<file path="config.mk">
export PLATFORM = sky130hd
export DESIGN_NAME = divider
export DESIGN_NICKNAME = d
export VERILOG_FILES = /design/src/rtl/divider.sv
export SDC_FILE = /design/constraint.sdc
export NUM_CORES = 1
export LEC_CHECK = 0
export CORE_MARGIN = 3
export CORE_UTILIZATION = 64
export CTS_BUF_LIST = sky130_fd_sc_hd__clkbuf_4 sky130_fd_sc_hd__clkbuf_8
export DETAILED_ROUTE_END_ITERATION = 6
export PLACE_DENSITY = 0.89
export SLEW_MARGIN = 20
export SYNTH_ARGS = -nofsm -noshare
export SYNTH_HDL_FRONTEND = slang
export SYNTH_SLANG_ARGS = --single-unit
</file>
<file path="constraint.sdc">
create_clock -name clk -period 9.5 [get_ports clk]
set_clock_uncertainty 0.1 [all_clocks]
set_input_delay 2.85 -clock clk [delete_from_list [all_inputs] [get_ports clk]]
set_output_delay 2.85 -clock clk [all_outputs]
set_load 0.02 [all_outputs]
</file>
<file path="src/rtl/divider.sv">
// rtl/divider.sv - 64-bit signed restoring divider, one quotient bit per clock
module divider (
    input  logic        clk,
    input  logic        reset_n,
    input  logic        op_start,
    input  logic        op_clear,
    input  logic [63:0] dividend,
    input  logic [63:0] divisor,
    output logic [63:0] quotient,
    output logic [63:0] remainder,
    output logic        op_done,
    output logic        div_by_zero
);

    typedef enum logic [1:0] {
        IDLE = 2'd0,
        EXEC = 2'd1,
        DONE = 2'd2
    } state_t;

    state_t      state, next_state;
    logic [6:0]  cnt;
    logic [64:0] prem;
    logic [63:0] qreg;
    logic [63:0] dmag;
    logic        neg_q, neg_r, dz;

    // One extra headroom bit so the sign of the trial subtraction is exact.
    logic [65:0] trial;
    logic        fits;

    assign trial = {prem, qreg[63]} - {2'b00, dmag};
    assign fits  = ~trial[65];

    always_ff @(posedge clk or negedge reset_n) begin
        if (!reset_n) state <= IDLE;
        else          state <= next_state;
    end

    always_comb begin
        next_state = state;
        case (state)
            IDLE:    if (op_start) next_state = EXEC;
            EXEC:    if (dz || cnt == 7'd64) next_state = DONE;
            DONE:    next_state = DONE;
            default: next_state = IDLE;
        endcase
        if (op_clear) next_state = IDLE;
    end

    always_ff @(posedge clk or negedge reset_n) begin
        if (!reset_n) begin
            cnt         <= '0;
            prem        <= '0;
            qreg        <= '0;
            dmag        <= '0;
            neg_q       <= 1'b0;
            neg_r       <= 1'b0;
            dz          <= 1'b0;
            quotient    <= '0;
            remainder   <= '0;
            op_done     <= 1'b0;
            div_by_zero <= 1'b0;
        end else if (op_clear) begin
            cnt         <= '0;
            prem        <= '0;
            qreg        <= '0;
            dmag        <= '0;
            neg_q       <= 1'b0;
            neg_r       <= 1'b0;
            dz          <= 1'b0;
            quotient    <= '0;
            remainder   <= '0;
            op_done     <= 1'b0;
            div_by_zero <= 1'b0;
        end else begin
            case (state)
                IDLE: if (op_start) begin
                    neg_q <= dividend[63] ^ divisor[63];
                    neg_r <= dividend[63];
                    cnt   <= '0;
                    prem  <= '0;
                    dz    <= (divisor == 64'd0);
                    dmag  <= divisor[63] ? -divisor : divisor;
                    // A zero divisor keeps the raw dividend to report as remainder.
                    if (divisor == 64'd0) qreg <= dividend;
                    else                  qreg <= dividend[63] ? -dividend : dividend;
                end
                EXEC: begin
                    if (dz) begin
                        quotient    <= '1;
                        remainder   <= qreg;
                        div_by_zero <= 1'b1;
                        op_done     <= 1'b1;
                    end else if (cnt == 7'd64) begin
                        quotient  <= neg_q ? -qreg : qreg;
                        remainder <= neg_r ? -prem[63:0] : prem[63:0];
                        op_done   <= 1'b1;
                    end else begin
                        prem <= fits ? trial[64:0] : {prem[63:0], qreg[63]};
                        qreg <= {qreg[62:0], fits};
                        cnt  <= cnt + 7'd1;
                    end
                end
                default: ;
            endcase
        end
    end

endmodule

</file>
==> results.toml <==
[outcome]
status = "finished, violations left"
failed_checks = "DRC"

[final_layout]
drive_above_1_share_pct = 5.69
final_nets = 3345
syn2layout_area_growth_pct = 16.5
stdcell_area_um2 = 27700
regArea_um2 = 8390
final_cell_count_no_fill = 3646
fillCellCount = 2569
multi_input_area_um2 = 14200

[logic_synthesis]
syn_area_um2 = 23800
yosysTopAreaCell = "dfrtp_1"
syn_area_per_cell_um2 = 7.91
syn-num-nets = 3211
synth_compound_area_share_pct = 23.8
synthFlopType = "dfrtp_1"
yosys_warnings = 0
yosys.area_share.simple_pct = 19.5
async_reset_ff_share_pct = 100
synth_seq_area_share_pct = 35.3
synth_cells = 3005
synthTopCellsByArea = "dfrtp_1 35%, xor2_1 8.2%, nand2_1 7.0%, o21ai_0 6.3%, a21oi_1 5.5%"
synth-edff-count = 0
synth.top_cell.area_share_pct = 35.3
synth_top_family_by_area = "compound AO/OA/AOI/OAI gates"
synthXorXnorAreaFrac_pct = 11.3
ys_ff_latch = 335
synthAdderAreaFrac_pct = 3.93
synth_cell_types = 80
synth.area.mux_share_pct = 1.02

[worst_setup_path]
cp_slowest_stage_delay_ns = 0.77
cp.arrival_ns = 7.21
crit_top_cell = "nor4_1"
critical_path_required_ns = 9.92
critPathMaxFanout = 19
worstSetupEndpointType = "flop"
crit_chain = "clkdlybuf4s50_1, or4_1, nor4_1, or2b_1, or3_1, nor4_1, nand4_1, nand2_1, a21oi_1, xnor2_1, o22ai_1"
timing.critical_path.slowest_stage_cell = "nand2_1"
start_kind = "input port"
path_class = "input port to flop"

[power]
power_switching_mw = 5.26
comb_power_share_pct = 64.2
intPower_mw = 5.05
switching_share_pct = 51.0
clkPwrFrac_pct = 14.4
p_seq_share_pct = 21.4
ir_worst_vdd_uv = 609
p_leak_nw = 11.7
power_density_nw_per_um2 = 373

[floorplan]
num_io_pins = 262
coreArea_um2 = 36100
row_count = 69
die_y_um = 199
die_w_um = 199
start_util_pct = 65.9
dieArea_um2 = 39500

[clocking]
worstSkewPairLatency_ns = 0.67
path_clk_slew_ns = 0.06
root_buffer = "clkbuf_8"
clock_sinks = 335
cts_buffers = 55
cts.hold.buffers_added = 0
tritoncts = "done"
clk_path_buf_depth = 3
post-cts-setup-buffer-count = 0
htreeDepth = 2
post_cts_resized = 0

[timing]
finalHoldViolCount = 0
max_clock_freq_mhz = 147
fin_crit_ns = 6.79
maxSlewHeadroom_pct = 25.7
rsz0062_at_grt = "no"
setup_tns_ns = 0
period_share_pct = 71.4
drv_slew = 0
setup_viol = 0
max_slew.worst_pin.slew_ns = 1.11

[place]
portBuffers = 261
place_area_um2 = 26400
gp_congestion = 0.968
dp_hpwl_um = 53700
dp_cells = 3543

[min_path]
hp-class = "flop to flop"

[job]
cap_violations = 0

[route]
drt_wl_total_um = 73700
drtPass1Iterations = 7
vias = 23645
post-route-drc-count = 11
ant_nets = 0
wire_per_inst_um = 20.2
viasPerCell = 6.49
drt_iter0_drc = 2839

[global_routing]
antenna_found_initial = 3
grt_pass1_vias = 22175
grt_max_degree = 171
grt_use_total_pct = 36.5
grt_pass1_wl_um = 117000
grt.overflow.total = 0
power by group through the flow:
stage	Combinational (mW)	Sequential, mW	Clock, mW
3_5_place_dp	6.44	2.20	0
4_1_cts	6.48	2.17	1.50
2_1_floorplan	5.09	1.97	0
3_3_place_gp	6.33	2.17	0
6_report	6.62	2.21	1.48
5_1_grt	7.27	2.24	1.56
synthesized netlist by cell type, drive strengths merged (8+ instances only):
cell type / n
clkbuf: 165
o21ai: 312
a21o: 26
a21oi: 261
nor2: 249
ha: 73
nand3: 29
o211ai: 16
and3: 8
or2: 21
dfrtp: 335
nor3: 71
or3: 50
nand2b: 20
nand4: 35
buf: 40
o21bai: 21
o22ai: 76
nor2b: 9
a31oi: 10
nor4: 18
or4: 37
xor2: 223
xnor2: 83
a211oi: 47
o21a: 10
inv: 107
mux2i: 22
and2: 11
o31ai: 78
o41ai: 38
nand2: 441
per-stage QoR:
stage | util (%) | setup slack (ns) | power, mW | hold WS, ns
after floorplan | - | 3.62 | 7.06 | 0.350
after global placement | 73.0 | 2.39 | 8.50 | 0.363
after detailed placement | 73.0 | 2.24 | 8.63 | 0.371
after CTS | 76.7 | 2.86 | 10.1 | 0.383
after global routing | 76.7 | 2.57 | 11.1 | 0.394
final | 76.7 | 2.71 | 10.3 | 0.374
sequential cells by signal (all words and copies together), names as in the netlist:
signal,cells
prem,65
dmag,64
qreg,64
quotient,64
remainder,64
cnt,7
state,2
div_by_zero,1
dz,1
neg_q,1
neg_r,1
op_done,1
routing by layer:
layer	GRT usage, %	part of all wire (%)	wire, um	up-vias
met2	57.2	45	33200	1382
met5	0	0.0095	7	-
met4	13.2	3.5	2590	2
li1	-	-	-	10892
met3	6.25	11	7840	202
met1	51.5	41	30100	11167
layout make-up:
class                           instances  area share, %
Sequential cell                       335           30.3
Clock buffer                           83           4.01
Tap cell                              461           2.08
Inverter                              107           1.45
Timing Repair Buffer                  282           10.1
Antenna cell                            2         0.0181
Multi-Input combinational cell       2358           51.3
Clock inverter                         18          0.759
critical path, delay by kind of cell:
family / cells / cell delay (ns)
AND/OR/NAND/NOR: 7 / 3.33
buffers and inverters: 1 / 0.49
AO/OA/AOI/OAI: 2 / 0.28
XOR/XNOR: 1 / 0.25
layout by cell type (no fill, tap or decap), types with 9 or more instances in the layout:
cell	count
xor2_1	223
mux2i_1	22
nand2b_1	19
or3_1	48
or4_1	30
nor4_1	16
a21o_1	25
o31ai_1	75
o21bai_1	21
o41ai_1	37
a211oi_1	46
o21ai_0	300
clkinv_2	9
nor2_1	247
ha_1	73
o21a_1	10
and2_1	11
dfrtp_1	334
inv_1	107
a31oi_1	10
buf_4	20
a21oi_1	259
or2_2	17
clkbuf_8	78
nand3_1	28
clkdlybuf4s50_1	258
o21ai_1	12
nand2_1	440
o22ai_1	76
xnor2_1	83
o211ai_1	16
nand4_1	35
nor3_1	70
cells by family after synthesis:
logic type / after synthesis
multiplexers: 24
XOR/XNOR: 306
AND/OR/NAND/NOR: 1013
adder cells (fa/ha/maj): 74
flip-flops: 335
AO/OA/AOI/OAI: 941
buffers and inverters: 312
final timing paths:
kind                            slack [ns]        start            to  cells after the start
worst max-delay path                  2.71  divisor[12]      qreg[10]                     11
worst min-delay path                  0.37     dmag[46]      dmag[46]                      2
worst max register to register        4.29     prem[17]      prem[50]                     12
worst min register to register        0.37     dmag[46]      dmag[46]                      2
max in group asynchronous             5.69      reset_n            dz                      2
min in group asynchronous             2.08      reset_n  quotient[12]                      1
No activity file was read; power rests on OpenSTA's default activity.
